File: config.mk
export PLATFORM = sky130hd
export DESIGN_NAME = ucode_sequencer
export DESIGN_NICKNAME = d
export VERILOG_FILES = /design/src/rtl/ucode_sequencer.sv
export SDC_FILE = /design/constraint.sdc
export NUM_CORES = 1
export LEC_CHECK = 0
export CORE_ASPECT_RATIO = 0.9
export CORE_MARGIN = 2
export CORE_UTILIZATION = 41
export CTS_CLUSTER_SIZE = 14
export DETAILED_ROUTE_END_ITERATION = 10
export PLACE_DENSITY = 0.83
export SKIP_CTS_REPAIR_TIMING = 1
export SLEW_MARGIN = 10
export SYNTH_ARGS = -nofsm -noshare
export SYNTH_HDL_FRONTEND = slang
export SYNTH_SLANG_ARGS = --single-unit
File: constraint.sdc
create_clock -name clk -period 1.9 [get_ports clk]
set_input_delay 0.38 -clock clk [delete_from_list [all_inputs] [get_ports clk]]
set_output_delay 0.38 -clock clk [all_outputs]
set_load 0.02 [all_outputs]
File: src/rtl/ucode_sequencer.sv
// ucode_sequencer
//   Microcode T-state sequencer. It fetches an instruction word from the bus at T=1.
//   It then steps through T-states until the microcode ROM returns an all-zero word,
//   or until T=7, at which point the instruction retires.
//   A halt request is only taken at an instruction boundary.
//
// Optional feature macro: INSTR_COUNT_EN
//   When defined, the block adds a 16-bit retired-instruction counter and its port.
//
// Ports
//   clk        in   system clock, rising edge
//   reset      in   synchronous active-high reset
//   stall      in   memory/bus not ready; freezes sequencing (RUN only)
//   halt       in   halt request, taken at end of instruction
//   bus[15:0]  in   instruction word, latched at T=1
//   uinstr     in   microinstruction from ROM for (instr, T)
//   T[2:0]     out  current T-state
//   instr      out  instruction register
//   running    out  1 in RUN, 0 in HALTED
//   instr_done out  one-cycle pulse after each retired instruction
//   retired    out  retired count (INSTR_COUNT_EN only)
module ucode_sequencer (
    input  logic        clk,
    input  logic        reset,
    input  logic        stall,
    input  logic        halt,
    input  logic [15:0] bus,
    input  logic [15:0] uinstr,
    output logic [2:0]  T,
    output logic [15:0] instr,
    output logic        running,
    output logic        instr_done
`ifdef INSTR_COUNT_EN
    ,
    output logic [15:0] retired
`endif
);

    typedef enum logic {RUN = 1'b1, HALTED = 1'b0} state_t;

    state_t      state, state_n;
    logic [2:0]  t_n;
    logic [15:0] instr_n;
    logic        done_n;
    logic        end_instr;
`ifdef INSTR_COUNT_EN
    logic [15:0] retired_n;
`endif

    // The RUN encoding is 1, so running is the state flop itself.
    assign running = (state == RUN);

    // The fetch at T=0/1 always completes, so the zero-word end test only applies from T=2.
    assign end_instr = (state == RUN) && !stall && (T >= 3'd2) &&
                       ((uinstr == 16'h0000) || (T == 3'd7));

    always_comb begin
        state_n = state;
        t_n     = T;
        instr_n = instr;
        done_n  = 1'b0;
`ifdef INSTR_COUNT_EN
        retired_n = retired;
`endif
        if (state == HALTED) begin
            // In HALTED, stall is ignored.
            t_n = 3'd0;
            if (!halt) state_n = RUN;
        end else if (stall) begin
            // Everything holds while stalled.
        end else if (end_instr) begin
            t_n     = 3'd0;
            done_n  = 1'b1;
            state_n = halt ? HALTED : RUN;
`ifdef INSTR_COUNT_EN
            retired_n = retired + 16'd1;
`endif
        end else begin
            if (T == 3'd1) instr_n = bus;
            t_n = T + 3'd1;
        end
    end

    always_ff @(posedge clk) begin
        if (reset) begin
            state      <= RUN;
            T          <= 3'd0;
            instr      <= 16'h0000;
            instr_done <= 1'b0;
`ifdef INSTR_COUNT_EN
            retired    <= 16'h0000;
`endif
        end else begin
            state      <= state_n;
            T          <= t_n;
            instr      <= instr_n;
            instr_done <= done_n;
`ifdef INSTR_COUNT_EN
            retired    <= retired_n;
`endif
        end
    end

endmodule

# After elaboration in Yosys (flattened, before gate mapping)

Cells that the tools add are included.
W data, S select, Z words.

$add $sub $neg: 1
Multiply operators: 0
Divide/modulo/power cells: 0
Magnitude comparators: 1
Eq/ne operators: 2
Shift operators: 0
Muxes and demuxes: 6
Bitwise logic cells: 3
Reductions and logical operators: 9

Operator list:

| kind                  | number |
|---|---|
| $logic_not A16 Y1     | 1 |
| $mux W1               | 5 |
| $reduce_and A4 Y1     | 1 |
| $add A3 B1 Y3 const B | 1 |
| $eq A3 B1 Y1 const B  | 1 |
| $eq A3 B3 Y1 const B  | 1 |
| $ge A3 B2 Y1 const B  | 1 |
| $logic_and A1 B1 Y1   | 3 |
| $mux W3               | 1 |
| $not A1 Y1            | 3 |
| $reduce_or A3 Y1      | 1 |
| $reduce_or A2 Y1      | 1 |
| $logic_not A1 Y1      | 1 |
| $logic_or A1 B1 Y1    | 1 |

Flip-flop bits (word level): 21
Latch bits: 0
Memory bits (writable): 0
Memory bits (read-only): 0
Input bits: 36
Output and inout port bits: 21
Word-level logic and storage cells: 26
Memories: 0

# Longest topological paths before layout

Gate-level depths: netlist of the first run.

Word-level depth: 7
Depth in mapped cells: 7
Gate-level depth less buffers: 6

# Worst setup path after synthesis of the first run

Ideal clock, no wire load.

Path kind: register to register
From: reg T[0]
To: reg instr[0]
Setup time: 131 ps
Arrival: 1473 ps
Required time: 1769 ps
Setup slack: 296 ps
Stages on the path, launching flop included: 8
Buffers on the path: 1
Period minus slack after synthesis: 1604 ps
Cells stage by stage: dfxtp_1 ha_1 ha_1 nor2_1 o21ai_2 buf_2 a2bb2oi_1 o311ai_1

Cells in the longest elaborated chain, start to end: 5
Elaborated cells on any way between the ends: 8
Classes of those cells: order compare: 1; eq/ne: 2; bitwise: 1; reduce/logical: 4

RTL lines:

| item                                                      | RTL line | text |
|---|---|---|
| start: declaration                                        | 29       | `output logic [2:0] T,` |
| start signal: assignment                                  | 95       | `T <= t_n;` |
| $ge A3 B2 Y1 or $eq A3 B3 Y1 (tied branches)              | 54, 55   |  |
| $logic_and A1 B1 Y1 or $logic_or A1 B1 Y1 (tied branches) | 54, 55   |  |
| $logic_and A1 B1 Y1                                       | 54       | `assign end_instr = (state == RUN) && !stall && (T >= 3'd2) &&` |
| $not A1 Y1 (no source line)                               | n/a      |  |
| $reduce_and A4 Y1 (no source line) (*)                    | n/a      |  |
| end signal: assignment                                    | 96       | `instr <= instr_n;` |
| end: declaration                                          | 30       | `output logic [15:0] instr,` |

Every way passes the cells marked *; elsewhere a longest branch is shown, timed or not.
A chain may end at the register's enable or synchronous reset.

# Worst setup path after layout of the first run

From: reg T[0]
To: out T[0]

No word-level cell between the ends.

==> flow_metrics.tcl, run 1 <==
set metrics [dict create \
    start_kind "flop" \
    core_sq_mm 0.002972 \
    clock.fmax_mhz 567.0 \
    critical_path.top_delay_family "buffers and inverters" \
    slew_headroom_pct 62.47 \
    rr_startpoint "T[0]$_SDFFE_PP0N_" \
    grt_max_degree 33 \
    die_x_um 62.23 \
    finalSetupTns_ns 0 \
    grt_setup_unrepaired "false" \
    hold_class "flop to flop" \
    clkPwrFrac_pct 21.9 \
    diodes 0 \
    hold_viol_final 0 \
    syn_to_final_growth_pct 51.20 \
    post-route-worst-setup-slack_ns 0.1364 \
    endpoint "T[0]" \
    final_util_pct 63.66 \
    crit_arrival_ns 1.38 \
    synth_edf_count 0 \
    rows 19 \
    cts_made_buffers 3 \
    p_seq_share_pct 48.3 \
    period_share_pct 92.82 \
    placed_cells 241 \
    ys.flop_type "dfxtp_1" \
    wire_per_inst_um 13.62 \
    grtUsageTotal_pct 19.66 \
    end_kind "primary output" \
    port_buffers 56 \
    r2r-end "instr[10]$_SDFFE_PP0P_" \
    critPathKind "flop to primary output" \
    antenna_found_initial 0 \
    fin_skew_ns 0.004238 \
    initial_core_util_pct 42.11 \
    dp.final_hpwl_um 2493 \
    drv_slew 0 \
    drc 0 \
    cts_num_sinks 21 \
    grt-ovfl-total 0 \
    drive_gt1_share_pct 8.374 \
    synthTopCellsByCount "21 x dfxtp_1, 20 x nand2_1, 17 x nand3_1" \
    grt_pass1_vias 1354 \
    drv_cap 0 \
    r2r_slack_ns 0.18 \
    cp.depth 1 \
    critPathMaxStageDelay_ns 0.65 \
    tritoncts "done" \
    synth.avg_cell_area_sq_um 8.570 \
    htree_levels 1 \
    drt_iter0_drc 63 \
    synthTopCellsByArea "dfxtp_1 34%, a2bb2oi_1 11%, o311ai_1 8.4%, nor2b_1 8.0%, nand3_1 6.8%" \
    die_h_um 56.41 \
    p_comb_share_pct 29.8 \
    place.gp.congestion 0.7395 \
    power_density_mw_per_mm2 527.8 \
    num-nets-final 243 \
    worst_pin_slew_ns 0.5609 \
    ff2ff_path_depth 5 \
    p_leak_nw 0.6699 \
    p_sw_share_pct 28.29 \
    worstPathRequired_ns 1.52 \
    crit_fanout 5 \
    synth_fp_nets 185 \
    wirelength_um 3336 \
    cts-root-buf "clkbuf_4" \
    yosys.area.top_type "dfxtp_1" \
    routed-via-count 1305 \
    syn_inst 146 \
    via_per_inst 5.327 \
    p_int_mw 0.7160 \
    cts.reportedPaths.clkPinSlew_ns 0.12 \
    total_power_mw 0.9985 \
    stdcell_count 245 \
    critPathLaunch "T[0]$_SDFFE_PP0N_" \
    yosysWarnings 0 \
    min_period_ns 1.764 \
    netlist_area_sq_mm 0.001251 \
    ioPinCount 57 \
    cts.path.max_buffers 2 \
    seq_area_frac_synth_pct 33.60 \
    fp.dieArea_sq_mm 0.003510 \
    critPathBufInv 1 \
    cpMaxStageDelayCell "clkdlybuf4s50_1" \
    clkLatencyLatePin_ns 0.30 \
    yosysTopAreaCellShare_pct 33.60 \
    status "finished, final reports clean" \
    grt_first_pass_wirelength_um 5733 \
    ir_drop_v 0.0002530 \
    postRouteAntennaNets 0 \
    dr.pass1.iters 4 \
    p_sw_mw 0.2825 \
    synthArstFlopShare_pct 0 \
    worstPathCellList "clkdlybuf4s50_1" \
    synth_most_common_cell "dfxtp_1" \
    ys_seq_elements 21 \
    setup_viol 0 \
    synth.distinct_cells 26 \
    place_ws_ns -0.08445 \
]
## cells by family (layout without fill, tap and decap cells)
family / Yosys count / after routing / synth area share, %
adders and majority gates: 3 / 3 / 3.000
DFF: 21 / 21 / 33.60
buffers and inverters: 14 / 71 / 8.998
AOI/OAI and AO/OA: 41 / 41 / 26.80
and+or+nand+nor: 67 / 67 / 27.60
## layout make-up
cell class                      count  area (sq um)
Clock inverter                      1         5.005
Timing Repair Buffer               65         653.1
Inverter                            2         7.507
Multi-Input combinational cell    111         730.7
Fill cell                         256          1080
Sequential cell                    21         420.4
Clock buffer                        3         22.52
Tap cell                           42         52.55
## cells in the final DEF, fill, tap and decap left out
| cell | netlist | routed |
|---|---|---|
| clkinv_1 | 1 | 1 |
| buf_12 | 0 | 2 |
| clkbuf_4 | 0 | 3 |
| and4_1 | 1 | 1 |
| nor2_1 | 4 | 4 |
| o21ai_0 | 3 | 3 |
| nand2_2 | 2 | 1 |
| nand2_4 | 0 | 1 |
| inv_1 | 1 | 1 |
| a21oi_1 | 3 | 3 |
| a2bb2oi_1 | 16 | 16 |
| nand2_1 | 20 | 20 |
| buf_4 | 2 | 7 |
| clkinv_2 | 0 | 1 |
| o311ai_0 | 4 | 4 |
| and2b_1 | 1 | 1 |
| and3b_2 | 1 | 1 |
| nor2b_1 | 16 | 16 |
| dfxtp_1 | 21 | 21 |
| o31ai_1 | 1 | 1 |
| nand3_1 | 17 | 17 |
| a41oi_1 | 1 | 1 |
| o21ai_4 | 0 | 1 |
| nor4_1 | 5 | 5 |
| clkdlybuf4s50_1 | 0 | 56 |
| ha_1 | 3 | 3 |
| o311ai_1 | 12 | 12 |
## registers in the layout (all words and copies together) (netlist names)
register    cells
T               3
instr          16
instr_done      1
running         1
## layer usage
| layer | global-route usage, % | part of all wire, % |
|---|---|---|
| met2 | 33.70 | 49 |
| met5 | 0 | 0 |
| met1 | 24.97 | 46 |
| met3 | 4.409 | 4.5 |
| met4 | 5.714 | 0.27 |
## through the flow
| stage | area (sq um) | hold WS, ns |
|---|---|---|
| 6_report | 1892 | 0.5331 |
| 5_1_grt | 1892 | 0.5584 |
| 3_3_place_gp | 1852 | 0.5066 |
| 3_5_place_dp | 1852 | 0.5093 |
| 2_1_floorplan | 1251 | 0.4647 |
| 4_1_cts | 1879 | 0.5302 |
## power by group through the flow
stage	sequential [mW]	combinational (mW)	clock (mW)
after floorplan	0.524	0.109	0
after global placement	0.491	0.288	0
after detailed placement	0.493	0.295	0
after CTS	0.483	0.297	0.223
after global routing	0.486	0.320	0.245
final	0.483	0.298	0.218
## how the worst min path moves through the flow
stage                      startpoint                 end  slack, ns  cells after the start
floorplan                        halt  running$_SDFF_PP1_       0.46                      1
global placement    T[2]$_SDFFE_PP0N_   T[2]$_SDFFE_PP0N_       0.51                      2
detailed placement  T[2]$_SDFFE_PP0N_   T[2]$_SDFFE_PP0N_       0.51                      2
CTS                 T[2]$_SDFFE_PP0N_   T[2]$_SDFFE_PP0N_       0.53                      2
global route        T[2]$_SDFFE_PP0N_   T[2]$_SDFFE_PP0N_       0.56                      2
finish              T[2]$_SDFFE_PP0N_   T[2]$_SDFFE_PP0N_       0.53                      2
No activity file was read; power rests on OpenSTA's default activity.
==> run 2: changes to the inputs <==
- HOLD_SLACK_MARGIN: default -> 0.05
==> results of run 2 <==
No change in the layout: final DEF, timing and power equal those of run 1.
